## src/rtl/sw_pkg.sv

```systemverilog
// sw_pkg: shared FSM states, header layout and tail-mask helper for the sequence loader
package sw_pkg;
   typedef enum logic [1:0] {IDLE, REF, READ, OUT} state_t;
   localparam int BASES_PER_WORD = 16;
   localparam int HDR_REF_MSB = 31;
   localparam int HDR_REF_LSB = 16;
   localparam int HDR_READ_MSB = 15;
   localparam int HDR_READ_LSB = 0;
   function automatic logic [31:0] base_mask(input logic [3:0] len_mod16);
      return (len_mod16 == 4'd0) ? 32'hFFFF_FFFF : ~(32'hFFFF_FFFF >> {len_mod16, 1'b0});
   endfunction
endpackage

```

## src/rtl/sw_seq_loader_if.sv

```systemverilog
// sw_seq_loader_if: word stream in, job bus out to the Smith-Waterman core
interface sw_seq_loader_if #(
   parameter int REF_MAX_LENGTH = 128,
   parameter int READ_MAX_LENGTH = 128
);
   logic                                   i_word_valid;
   logic                                   o_word_ready;
   logic [31:0]                            i_word_data;
   logic                                   o_valid;
   logic                                   i_ready;
   logic [2*REF_MAX_LENGTH-1:0]            o_sequence_ref;
   logic [2*READ_MAX_LENGTH-1:0]           o_sequence_read;
   logic [$clog2(REF_MAX_LENGTH):0]        o_seq_ref_length;
   logic [$clog2(READ_MAX_LENGTH):0]       o_seq_read_length;
   logic                                   o_error;
   modport slave (
      input  i_word_valid, i_word_data, i_ready,
      output o_word_ready, o_valid, o_sequence_ref, o_sequence_read,
             o_seq_ref_length, o_seq_read_length, o_error
   );
   modport master (
      output i_word_valid, i_word_data, i_ready,
      input  o_word_ready, o_valid, o_sequence_ref, o_sequence_read,
             o_seq_ref_length, o_seq_read_length, o_error
   );
endinterface

```

## src/rtl/sw_word_placer.sv

```systemverilog
// sw_word_placer: writes a masked 32-bit word at word slot k (MSB-first) of a wide buffer
module sw_word_placer #(
   parameter int W  = 256,
   parameter int IW = 8
) (
   input  logic          clk,
   input  logic          rst_n,
   input  logic          clr_i,
   input  logic          wr_i,
   input  logic [IW-1:0] idx_i,
   input  logic [31:0]   data_i,
   input  logic [31:0]   keep_i,
   output logic [W-1:0]  buf_o
);
   logic [W-1:0] buf_q;
   // buffer: cleared by a new header, otherwise one slot written per accepted word
   always_ff @(posedge clk or negedge rst_n) begin
      if (!rst_n) buf_q <= '0;
      else if (clr_i) buf_q <= '0;
      else if (wr_i)
         for (int k = 0; k < W/32; k++)
            if (idx_i == IW'(k)) buf_q[W-1-32*k -: 32] <= data_i & keep_i;
   end
   assign buf_o = buf_q;
endmodule

```

## src/rtl/sw_seq_loader.sv

```systemverilog
// sw_seq_loader: parses header + packed bases from a word stream into one core job
module sw_seq_loader
   import sw_pkg::*;
#(
   parameter int REF_MAX_LENGTH = 128,
   parameter int READ_MAX_LENGTH = 128
) (
   input logic              clk,
   input logic              rst_n,
   sw_seq_loader_if.slave   bus
);
   localparam int RLW = $clog2(REF_MAX_LENGTH) + 1;
   localparam int DLW = $clog2(READ_MAX_LENGTH) + 1;
   localparam int CW  = (RLW > DLW) ? RLW : DLW;
   state_t         state_q, state_d;
   logic [CW-1:0]  cnt_q, cnt_d;
   logic [RLW-1:0] ref_len_q, ref_len_d;
   logic [DLW-1:0] read_len_q, read_len_d;
   logic           err_q, err_d;
   logic [15:0]    hdr_ref, hdr_read;
   logic           hdr_ok, accept, clr, wr_ref, wr_read, last_ref, last_read;
   logic [CW-1:0]  ref_words, read_words;
   logic [31:0]    keep_ref, keep_read;

   assign hdr_ref    = bus.i_word_data[HDR_REF_MSB:HDR_REF_LSB];
   assign hdr_read   = bus.i_word_data[HDR_READ_MSB:HDR_READ_LSB];
   assign hdr_ok     = hdr_ref != 16'd0 && hdr_ref <= 16'(REF_MAX_LENGTH) &&
                       hdr_read != 16'd0 && hdr_read <= 16'(READ_MAX_LENGTH);
   assign accept     = bus.i_word_valid && bus.o_word_ready;
   assign ref_words  = CW'((ref_len_q + RLW'(BASES_PER_WORD-1)) / RLW'(BASES_PER_WORD));
   assign read_words = CW'((read_len_q + DLW'(BASES_PER_WORD-1)) / DLW'(BASES_PER_WORD));
   assign last_ref   = cnt_q == ref_words - CW'(1);
   assign last_read  = cnt_q == read_words - CW'(1);
   // only the final word of a sequence can hold bases beyond its length
   assign keep_ref   = last_ref ? base_mask(ref_len_q[3:0]) : 32'hFFFF_FFFF;
   assign keep_read  = last_read ? base_mask(read_len_q[3:0]) : 32'hFFFF_FFFF;

   assign bus.o_word_ready      = state_q != OUT;
   assign bus.o_valid           = state_q == OUT;
   assign bus.o_error           = err_q;
   assign bus.o_seq_ref_length  = ref_len_q;
   assign bus.o_seq_read_length = read_len_q;

   // next state: header check in IDLE, word counting through REF/READ, hold job in OUT
   always_comb begin
      state_d    = state_q;
      cnt_d      = cnt_q;
      ref_len_d  = ref_len_q;
      read_len_d = read_len_q;
      err_d      = 1'b0;
      clr        = 1'b0;
      wr_ref     = 1'b0;
      wr_read    = 1'b0;
      case (state_q)
         IDLE: if (accept) begin
            if (hdr_ok) begin
               state_d    = REF;
               cnt_d      = '0;
               ref_len_d  = RLW'(hdr_ref);
               read_len_d = DLW'(hdr_read);
               clr        = 1'b1;
            end else err_d = 1'b1;
         end
         REF: if (accept) begin
            wr_ref  = 1'b1;
            cnt_d   = last_ref ? '0 : cnt_q + CW'(1);
            state_d = last_ref ? READ : REF;
         end
         READ: if (accept) begin
            wr_read = 1'b1;
            cnt_d   = last_read ? '0 : cnt_q + CW'(1);
            state_d = last_read ? OUT : READ;
         end
         OUT: state_d = bus.i_ready ? IDLE : OUT;
         default: state_d = IDLE;
      endcase
   end

   // state, counter, lengths and error pulse registers
   always_ff @(posedge clk or negedge rst_n) begin
      if (!rst_n) begin
         state_q    <= IDLE;
         cnt_q      <= '0;
         ref_len_q  <= '0;
         read_len_q <= '0;
         err_q      <= 1'b0;
      end else begin
         state_q    <= state_d;
         cnt_q      <= cnt_d;
         ref_len_q  <= ref_len_d;
         read_len_q <= read_len_d;
         err_q      <= err_d;
      end
   end

   sw_word_placer #(.W(2*REF_MAX_LENGTH), .IW(CW)) u_ref (
      .clk(clk), .rst_n(rst_n), .clr_i(clr), .wr_i(wr_ref), .idx_i(cnt_q),
      .data_i(bus.i_word_data), .keep_i(keep_ref), .buf_o(bus.o_sequence_ref)
   );

   sw_word_placer #(.W(2*READ_MAX_LENGTH), .IW(CW)) u_read (
      .clk(clk), .rst_n(rst_n), .clr_i(clr), .wr_i(wr_read), .idx_i(cnt_q),
      .data_i(bus.i_word_data), .keep_i(keep_read), .buf_o(bus.o_sequence_read)
   );
endmodule

```

## src/flat_wrapper.sv

```systemverilog
// flat-port wrapper written by rule: the top's interface ports become plain ports
module sw_seq_loader_flat import sw_pkg::*;
#(
   parameter int REF_MAX_LENGTH = 128,
   parameter int READ_MAX_LENGTH = 128
)
  (clk, rst_n, bus_i_word_valid, bus_i_word_data, bus_i_ready, bus_o_word_ready, bus_o_valid, bus_o_sequence_ref, bus_o_sequence_read, bus_o_seq_ref_length, bus_o_seq_read_length, bus_o_error);
  sw_seq_loader_if #(.REF_MAX_LENGTH(REF_MAX_LENGTH), .READ_MAX_LENGTH(READ_MAX_LENGTH)) bus_i ();
  input logic clk;
  input logic rst_n;
  input wire logic [$bits(bus_i.i_word_valid)-1:0] bus_i_word_valid;
  input wire logic [$bits(bus_i.i_word_data)-1:0] bus_i_word_data;
  input wire logic [$bits(bus_i.i_ready)-1:0] bus_i_ready;
  output wire logic [$bits(bus_i.o_word_ready)-1:0] bus_o_word_ready;
  output wire logic [$bits(bus_i.o_valid)-1:0] bus_o_valid;
  output wire logic [$bits(bus_i.o_sequence_ref)-1:0] bus_o_sequence_ref;
  output wire logic [$bits(bus_i.o_sequence_read)-1:0] bus_o_sequence_read;
  output wire logic [$bits(bus_i.o_seq_ref_length)-1:0] bus_o_seq_ref_length;
  output wire logic [$bits(bus_i.o_seq_read_length)-1:0] bus_o_seq_read_length;
  output wire logic [$bits(bus_i.o_error)-1:0] bus_o_error;
  assign bus_i.i_word_valid = bus_i_word_valid;
  assign bus_i.i_word_data = bus_i_word_data;
  assign bus_i.i_ready = bus_i_ready;
  assign bus_o_word_ready = bus_i.o_word_ready;
  assign bus_o_valid = bus_i.o_valid;
  assign bus_o_sequence_ref = bus_i.o_sequence_ref;
  assign bus_o_sequence_read = bus_i.o_sequence_read;
  assign bus_o_seq_ref_length = bus_i.o_seq_ref_length;
  assign bus_o_seq_read_length = bus_i.o_seq_read_length;
  assign bus_o_error = bus_i.o_error;
  sw_seq_loader #(.REF_MAX_LENGTH(REF_MAX_LENGTH), .READ_MAX_LENGTH(READ_MAX_LENGTH)) u_core (.clk(clk), .rst_n(rst_n), .bus(bus_i));
endmodule
```

## config.mk

```make
export PLATFORM = sky130hd
export DESIGN_NAME = sw_seq_loader_flat
export DESIGN_NICKNAME = d
export VERILOG_FILES = /design/src/rtl/sw_pkg.sv /design/src/rtl/sw_seq_loader_if.sv /design/src/rtl/sw_word_placer.sv /design/src/rtl/sw_seq_loader.sv /design/src/flat_wrapper.sv
export SDC_FILE = /design/constraint.sdc
export NUM_CORES = 1
export LEC_CHECK = 0
export ABC_AREA = 1
export CORE_UTILIZATION = 45
export DETAILED_ROUTE_END_ITERATION = 10
export PLACE_DENSITY = 0.74
export SLEW_MARGIN = 10
export SYNTH_ARGS = -nofsm -noshare
export SYNTH_HDL_FRONTEND = slang
export SYNTH_SLANG_ARGS = --single-unit
```

## constraint.sdc

```tcl
create_clock -name clk -period 3.3 [get_ports clk]
set_input_delay 0.99 -clock clk [delete_from_list [all_inputs] [get_ports clk]]
set_output_delay 0.99 -clock clk [all_outputs]
set_load 0.03 [all_outputs]
```

### After elaboration in Yosys (flattened, before gate mapping)

Index checks and enable logic that the tools add are counted.

* add/sub/neg operators: 5
* $mul: 0
* div/mod/pow operators: 0
* order comparisons: 2
* equality and inequality tests: 17
* shift operators: 2
* muxes and demuxes: 48
* bitwise logic cells: 4
* reduce and logical (&&, ||, !) cells: 40

Operators with widths (number)
* two-way mux 256 bit: 4
* two-way mux 32 bit: 20
* bitwise AND 32 bit: 2
* inverter 32 bit: 2
* >> shifter 32 x 5 -> 32 bit, first input constant: 2
* two-way mux 8 bit: 6
* equality test 8 x 3 -> 1 bit, second input constant: 4
* less-or-equal comparator 16 x 8 -> 1 bit, second input constant: 2
* AND reduction 2 bit: 16
* nonzero test 16 bit: 2
* one-hot mux 8 bit (3 select lines): 1
* nonzero test 2 bit: 10
* adder 8 x 4 -> 8 bit, second input constant: 2
* equality test 8 x 2 -> 1 bit, second input constant: 2
* equality test 8 bit: 2
* two-way mux 2 bit: 6
* two-way mux 1 bit: 10
* subtractor 4 x 1 -> 5 bit, second input constant: 2
* adder 8 x 1 -> 8 bit, second input constant: 1
* equality test 8 x 1 -> 1 bit, second input constant: 1
* zero test 4 bit: 2
* zero test 8 bit: 1
* inequality test 2 x 1 -> 1 bit, second input constant: 4
* one-hot mux 2 bit (4 select lines): 1
* 9 further kinds: 13

* bits in registers: 539
* latch bits: 0
* RAM bits: 0
* bits in read-only memories: 0
* input bits: 36
* output and inout port bits: 531
* logic and storage cells: 139
* memories kept: 0

### Depth between registers and ports, before layout

Gate-level depths: netlist (run 1).

* word-level depth: 9
* depth in mapped cells: 19
* gate-level depth less buffers: 17

### Modules after synthesis

Synthesis (run 1) repeated with hierarchy kept, for this count alone.

* cell total of the unflattened synthesis: 2848
* area total of the unflattened synthesis: 24512.3 µm²

By module, submodules not included
* sw_word_placer: times used 2, cells an instance 1233, area an instance 11059.4 µm², seq. area each 6406.1 µm²
* sw_seq_loader: times used 1, cells an instance 382, area an instance 2393.5 µm², seq. area each 675.6 µm²

### Worst setup path after synthesis (run 1)

OpenSTA, ideal clock, no wires.

* path kind: input to register
* from: input bus_i_word_data[8]
* to: register u_core.u_ref.buf_q[152] (netlist: u_core.u_ref.buf_o[152])
* library setup time: 0.066 ns
* arrival time: 2.719 ns
* required time: 3.234 ns
* slack: 0.516 ns
* stages: 13
* buffers on the path: 3
* cell sequence: clkbuf_1 nor4_1 and2_0 nand2_1 nor2_1 nand4_2 buf_2 nand2_1 nand2_1 inv_1 buf_2 nand3_1 nand2_1

* longest elaborated chain between the ends: 8
* elaborated cells on any way between the ends: 11
* classes of those cells: order compare (1); mux (4); reduce/logical (6)

Ends and longest elaborated chain
* start: declaration: RTL line flat_wrapper.sv:12 `input wire logic [$bits(bus_i.i_word_data)-1:0] bus_i_word_data;`
* branches (longest 2 deep; another with less-or-equal comparator 16 x 8 -> 1 bit)
* logical AND 1 bit *: RTL line sw_seq_loader.sv:28 `hdr_read != 16'd0 && hdr_read <= 16'(READ_MAX_LENGTH);`
* two-way mux 1 bit *: RTL line sw_seq_loader.sv:56 `if (hdr_ok) begin`
* two-way mux 1 bit *: RTL line sw_seq_loader.sv:55 `IDLE: if (accept) begin`
* two-way mux 1 bit *: RTL line sw_seq_loader.sv:54 `case (state_q)`
* nonzero test 2 bit (no source line)
* AND reduction 2 bit (no source line)
* end signal: indexed assignment: RTL line sw_word_placer.sv:22 `if (idx_i == IW'(k)) buf_q[W-1-32*k -: 32] <= data_i & keep_i;`
* end: declaration: RTL line sw_word_placer.sv:15 `logic [W-1:0] buf_q;`

Every way passes the cells marked *.
A chain may end at the register's enable or synchronous reset.

### Final worst setup path (run 1)

* from: input bus_i_word_data[13]
* to: register u_core.u_read.buf_q[222] (netlist: u_core.u_read.buf_o[222])

* longest elaborated chain between the ends: 8
* elaborated cells on any way between the ends: 11
* classes of those cells: order compare (1); mux (4); reduce/logical (6)

Ends and longest elaborated chain (RTL line)
* branches (longest 2 deep; another with less-or-equal comparator 16 x 8 -> 1 bit)
* logical AND 1 bit *: sw_seq_loader.sv:28
* two-way mux 1 bit *: sw_seq_loader.sv:56
* two-way mux 1 bit *: sw_seq_loader.sv:55
* two-way mux 1 bit *: sw_seq_loader.sv:54
* nonzero test 2 bit (no source line)
* AND reduction 2 bit (no source line)
* end signal: indexed assignment: sw_word_placer.sv:22
* end: declaration: sw_word_placer.sv:15

Marks and branches as above.

==> results.tsv, run 1 <==
stage	metric	value	unit
clock_network	cts-htree-levels	2	
clock_network	clock_path_buffers	3	
layout	layout_commonest_cell	nand2_1	
worst_setup_path	worstPathRequired	3760	ps
global_route	grt_max_degree	99	
logic_synthesis	synth_area	23400	um^2
floorplan	start_util	0.456	
layout	antennaDiodeCount	0	
floorplan	die-area	52900	um^2
global_route	met1_usage	0.458	
logic_synthesis	syn_area_per_cell	8.67	um^2
place	gp_congestion	0.945	
worst_setup_path	crit_type	primary input to flop	
worst_setup_path	cp-end-kind	flop	
power_and_ir_drop	netSwitchingPower	0.00963	W
power_and_ir_drop	leakage	16.6	nW
global_route	grt_overflow	0	
global_route	antenna_found_initial	1	
logic_synthesis	yosys_warnings	0	
worst_setup_path	crit_path_max_fanout	34	
logic_synthesis	synth_nets	2743	
sta	setup_viol	0	
sta	fin_ws	177	ps
logic_synthesis	synth_cells	2699	
floorplan	core_area	51300	um^2
sta	max_freq	320	MHz
power_and_ir_drop	pwr-share-seq	0.365	
clock_network	cts_sinks	539	
power_and_ir_drop	comb_power_share	0.374	
global_route	grtUsageTotal	0.357	
logic_synthesis	yosys.cell_types.count	45	
sta	tightest_slew	748	ps
clock_network	root_buffer	clkbuf_16	
sta	hold_viol	0	
floorplan	die_w	230	um
clock_network	cts_made_buffers	57	
floorplan	fp.dieH	230	um
routing	num_vias	22700	
routing	vias_per_cell	5.66	
worst_setup_path	cp_cell_sequence	clkdlybuf4s50_1, nor4_1, buf_4, and2_1, nand2_1, nor2_1, nand4_4, buf_4, o21ai_2, clkinv_1, buf_12, nand2_1, o21ai_0	
logic_synthesis	synth-main-ff-cell	dfrtp_1	
global_route	grt-busiest-layer	met2	
logic_synthesis	synth_edf_count	0	
sta	skew	11.2	ps
power_and_ir_drop	netSwitchingFraction	0.383	
logic_synthesis	ys_ff_latch	539	
global_route	grt_pass1_wl	142	mm
layout	area_growth	40.5	%
sta	final.min_clock_period	3120	ps
routing	ant_nets	0	
global_route	grt_pass1_vias	22500	
worst_setup_path	cp_slowest_stage_delay	490	ps
worst_setup_path	cp-start-kind	primary input	
place	port_buffers	566	
routing	route.detailed.drc	0	
place	dp_hpwl	66.3	mm
floorplan	io-pin-count	567	
floorplan	rows	83	
sta	rsz0062_at_grt	no	
layout	stdcell_count	4011	
logic_synthesis	seq_area_frac_synth	0.576	
sta	finalCritPeriodShare	0.946	
routing	drt-total-wl	94.9	mm
routing	drt_iter0_markers	2653	
power_and_ir_drop	ir_drop	465	uV
place	place_ws	-457	ps
clock_network	clk_pin_slew	60	ps
min_path	hold_path.class	primary input to async pin	
layout	fin_nets	3330	
clock_network	cts_tree	yes	
worst_setup_path	crit_slowest_cell	clkdlybuf4s50_1	
layout	final_cell_mix	1147 x nand2_1, 565 x clkdlybuf4s50_1, 539 x dfrtp_1, 453 x nand3_1, 100 x buf_4	
layout	drive_gt1_frac	0.107	
place	dp.cells	3907	
worst_setup_path	cp.arrival	3580	ps
power_and_ir_drop	power.density	763	nW/um^2
run	maxCapViolations	0	
routing	avgRoutedWirePerCell	23.7	um
logic_synthesis	async_flop_share	1.00	
clock_network	worst_skew_pair.late_latency	620	ps
routing	dr.pass1.iters	7	
sta	slew_headroom	0.497	
power_and_ir_drop	intPower	0.0155	W
worst_setup_path	path_delay_family	buffers and inverters	
global_route	grtUsageMet2	0.566	
sta	drv_slew	0	
global_route	grt_use_met3	0.0877	
outcome	run_status	finished, final reports clean	
worst_setup_path	critical_path_buf_inv_count	5	
power_and_ir_drop	clock_power_share	0.261	
## state kept, by name (all words and copies together), names as in the netlist
signal                        cells
u_core.u_read.buf_o             256
u_core.u_ref.buf_o              256
u_core.bus.o_seq_read_length      8
u_core.bus.o_seq_ref_length       8
u_core.cnt_q                      8
u_core.state_q                    2
u_core.bus.o_error                1
## power groups by stage
stage / Clock, W / Combinational [W] / Sequential [W]
2_1_floorplan: 0 / 0.00200 / 0.0120
3_3_place_gp: 0 / 0.00921 / 0.00917
3_5_place_dp: 0 / 0.00935 / 0.00923
4_1_cts: 0.00660 / 0.00939 / 0.00913
5_1_grt: 0.00685 / 0.00986 / 0.00930
6_report: 0.00655 / 0.00939 / 0.00916
## path summary, 6_finish.rpt
path | start | endpoint | slack, ps | cells after the start
setup / recovery | bus_i_word_data[13] | u_core.u_read.buf_o[222]$_DFFE_PN0P_ | 180 | 13
hold / removal | rst_n | u_core.u_ref.buf_o[207]$_DFFE_PN0P_ | 260 | 1
setup reg to reg | u_core.bus.o_seq_ref_length[2]$_DFFE_PN0P_ | u_core.u_ref.buf_o[160]$_DFFE_PN0P_ | 350 | 17
hold reg to reg | u_core.u_ref.buf_o[164]$_DFFE_PN0P_ | u_core.u_ref.buf_o[164]$_DFFE_PN0P_ | 480 | 2
max in group asynchronous | rst_n | u_core.u_ref.buf_o[201]$_DFFE_PN0P_ | 2020 | 3
min in group clk | u_core.u_ref.buf_o[164]$_DFFE_PN0P_ | u_core.u_ref.buf_o[164]$_DFFE_PN0P_ | 480 | 2
## metrics by stage
stage                     hold WS [ps]  total power (W)   util  cell area (um^2)  TNS (ps)
after floorplan                    498           0.0140      -             23400         0
after global placement             462           0.0184  0.604             31000   -197100
after detailed placement           465           0.0186  0.604             31000   -187570
after CTS                          275           0.0251  0.641             32900         0
after global routing               281           0.0260  0.641             32900         0
final                              259           0.0251  0.641             32900         0
## cells by family (layout without fill, tap and decap cells)
kind of cell	count (synthesis)	after routing	synth area share
fa+ha+maj	8	8	0.00428
xor+xnor	4	4	0.00150
buf+inv	286	918	0.0542
simple gates	1777	1777	0.342
flops	539	539	0.576
compound gates	82	82	0.0201
mux	3	3	0.00144
## worst register-to-register path, delay by kind of cell (launching register included)
| kind | cells | cell delay (ps) |
|---|---|---|
| simple gates | 15 | 1860 |
| flops | 1 | 500 |
| buf+inv | 2 | 530 |
## synthesized netlist by cell type, types with 6 or more instances
master    number  area share
nand2_1     1150        0.18
dfrtp_1      539        0.58
nand3_1      453       0.097
clkbuf_1     101       0.016
inv_1         74       0.012
buf_2         60       0.013
o21ai_0       56       0.012
nand4_1       55       0.015
nor2_1        27      0.0043
inv_2         18      0.0029
nand3_2       15      0.0064
nand2_2       14      0.0037
o21ai_1       14      0.0030
buf_1         12      0.0019
buf_6         11      0.0053
nand4_4       11       0.010
nor3_1        10      0.0021
ha_1           8      0.0043
nor4_1         7      0.0019
nor2_2         6      0.0016
## final cells by class
type | instances | area [um^2]
sequential | 539 | 13500
inverter | 95 | 357
clock inverter | 19 | 206
clock buffer | 85 | 1700
multi-input combinational | 1874 | 8790
fill | 4176 | 18400
tap | 680 | 851
timing repair buffer | 719 | 7480
## routing by layer
metal	up-vias	wire length (um)
met5	-	0
met4	0	5150
met3	294	9820
met2	1437	43600
met1	11100	36300
li1	9866	-
## what timing repair did
action,4_1_cts,5_1_grt
hold buffers,0,0
setup endpoints to repair,0,1
resized for setup,0,1
setup buffers,0,0
Note: power is estimated with default switching activity, not from simulation.
==> inputs of run 2 (changes only) <==
CORE_UTILIZATION = 50   (was 45)
PLACE_DENSITY = 0.81   (was 0.74)
==> run 2 against run 1 <==
Compared with the run above:
- flip-flop and latch count did not move
- critical path depth up 1
- fmax fell by 2.0%
- largest cell class unchanged
- largest power group unchanged
==> results.tsv, run 2 (synthesis gave the netlist of run 1 again) <==
stage	metric	value	unit
clock_network	clk_pin_slew	60	ps
routing	avgRoutedWirePerCell	24.4	um
layout	layout_commonest_cell	nand2_1	
floorplan	rows	78	
worst_setup_path	crit_path_max_fanout	18	
place	dp_hpwl	66.1	mm
routing	vias_per_cell	5.91	
power_and_ir_drop	leakage	16.7	nW
sta	final.min_clock_period	3190	ps
run	maxCapViolations	0	
layout	area_growth	40.8	%
layout	drive_gt1_frac	0.111	
floorplan	io-pin-count	567	
floorplan	fp.dieH	218	um
worst_setup_path	crit_type	primary input to flop	
worst_setup_path	cp-start-kind	primary input	
worst_setup_path	cp.arrival	3750	ps
global_route	grt_pass1_wl	142	mm
place	dpl_cell_area	31000	um^2
layout	fill_cells	3366	
power_and_ir_drop	clock_power_share	0.266	
layout	stdcell_count	3944	
sta	drv_slew	0	
worst_setup_path	worstPathRequired	3860	ps
outcome	run_status	finished, final reports clean	
place	gp_congestion	0.945	
clock_network	worst_skew_pair.late_latency	630	ps
clock_network	root_buffer	clkbuf_16	
sta	max_freq	314	MHz
sta	hold_viol	0	
sta	tightest_slew	780	ps
clock_network	cts_tree	yes	
power_and_ir_drop	netSwitchingPower	0.00964	W
floorplan	core_area	45800	um^2
global_route	grt_max_degree	89	
routing	ant_nets	0	
global_route	grt_pass1_vias	23300	
sta	tns	0	ps
clock_network	cts_sinks	539	
floorplan	die-area	47700	um^2
routing	num_vias	23300	
floorplan	start_util	0.511	
routing	drt-total-wl	96.2	mm
sta	skew	18.0	ps
global_route	grt_overflow	0	
power_and_ir_drop	intPower	0.0156	W
layout	finish.instance_area	33000	um^2
sta	slew_headroom	0.478	
place	dp.cells	3840	
global_route	grtUsageTotal	0.404	
power_and_ir_drop	power.density	767	nW/um^2
routing	dr.pass1.iters	7	
routing	route.detailed.drc	0	
power_and_ir_drop	ir_drop	951	uV
global_route	antenna_found_initial	2	
clock_network	cts-htree-levels	2	
sta	setup_viol	0	
place	port_buffers	566	
min_path	hold_path.class	primary input to async pin	
clock_network	cts_made_buffers	55	
worst_setup_path	cp-end-kind	flop	
clock_network	clock_path_buffers	3	
power_and_ir_drop	netSwitchingFraction	0.381	
power_and_ir_drop	pwr-share-seq	0.364	
power_and_ir_drop	comb_power_share	0.369	
sta	finalCritPeriodShare	0.966	
layout	final_cell_mix	1149 x nand2_1, 565 x clkdlybuf4s50_1, 539 x dfrtp_1, 453 x nand3_1, 111 x buf_4	
floorplan	die_w	218	um
clock_network	cts_setup_buffers	0	
sta	rsz0062_at_grt	no	
layout	fin_nets	3341	
routing	drt_iter0_markers	2895	
-- run 2: cell count changes in the layout (fill, tap and decap cells not counted), moves of 2 or more --
cell	delta
buf_4	+11
bufinv_16	+5
clkbuf_8	-5
diode_2	+3
buf_12	+2
clkbuf_1	-2
clkbuf_16	-2
nand2_1	+2
nand2_2	-2
nor4_1	-2
-- run 2: worst max-delay path: stages --
cell,delay (ps)
clkdlybuf4s50_1,530
nor4_4,410
and2_1,250
buf_4,130
nand2_1,50
nor2_2,150
nand4_4,100
buf_12,210
nand2_1,90
nand2_1,160
inv_1,220
buf_4,220
nand3_1,100
nand2_1,110
-- run 2: power groups by stage --
stage	clock network [W]	registers (W)	logic (W)
after floorplan	0	0.0120	0.00200
after global placement	0	0.00922	0.00905
after CTS	0.00676	0.00917	0.00932
after detailed placement	0	0.00926	0.00925
final	0.00673	0.00921	0.00934
after global routing	0.00700	0.00932	0.00983
-- run 2: worst paths after layout --
path,depth (start not counted),from,endpoint,slack (ps)
min in group clk,2,u_core.u_read.buf_o[1]$_DFFE_PN0P_,u_core.u_read.buf_o[1]$_DFFE_PN0P_,480
hold / removal,1,rst_n,u_core.u_read.buf_o[149]$_DFFE_PN0P_,280
setup / recovery,14,bus_i_word_data[8],u_core.u_ref.buf_o[198]$_DFFE_PN0P_,110
max in group asynchronous,2,rst_n,u_core.u_read.buf_o[114]$_DFFE_PN0P_,2080
setup reg to reg,17,u_core.bus.o_seq_ref_length[2]$_DFFE_PN0P_,u_core.u_ref.buf_o[224]$_DFFE_PN0P_,340
hold reg to reg,2,u_core.u_read.buf_o[1]$_DFFE_PN0P_,u_core.u_read.buf_o[1]$_DFFE_PN0P_,480
-- run 2: cell type report --
class	instances	area, um^2	share of cell area
clock inverters	25	360	0.0109
repair buffers	732	7600	0.231
well taps	600	751	0.0228
flip-flops and latches	539	13500	0.409
multi-input cells	1874	8820	0.268
inverters	95	357	0.0108
clock buffers	76	1580	0.0478
diodes	3	7.51	0.000228
-- run 2: routing by layer --
layer / up-vias / routed length (um) / global-route usage
li1: 9894 / - / -
met5: - / 0 / 0
met1: 11200 / 34300 / 0.497
met2: 1767 / 43200 / 0.619
met4: 0 / 6800 / 0.257
met3: 424 / 11900 / 0.121
-- run 2: stage by stage --
| stage | util | worst slack (ps) | total power [W] | hold slack, ps |
|---|---|---|---|---|
| global placement | 0.677 | -783 | 0.0183 | 463 |
| CTS | 0.720 | 14.4 | 0.0252 | 307 |
| finish | 0.720 | 112 | 0.0253 | 275 |
| detailed placement | 0.677 | -828 | 0.0185 | 464 |
| floorplan | - | 516 | 0.0140 | 498 |
| global route | 0.720 | 43.2 | 0.0262 | 310 |
-- run 2: repair_timing --
| item | CTS | global route |
|---|---|---|
| setup endpoints to repair | 212 | 41 |
| hold buffers | 0 | 0 |
| gates resized for setup | 2 | 3 |
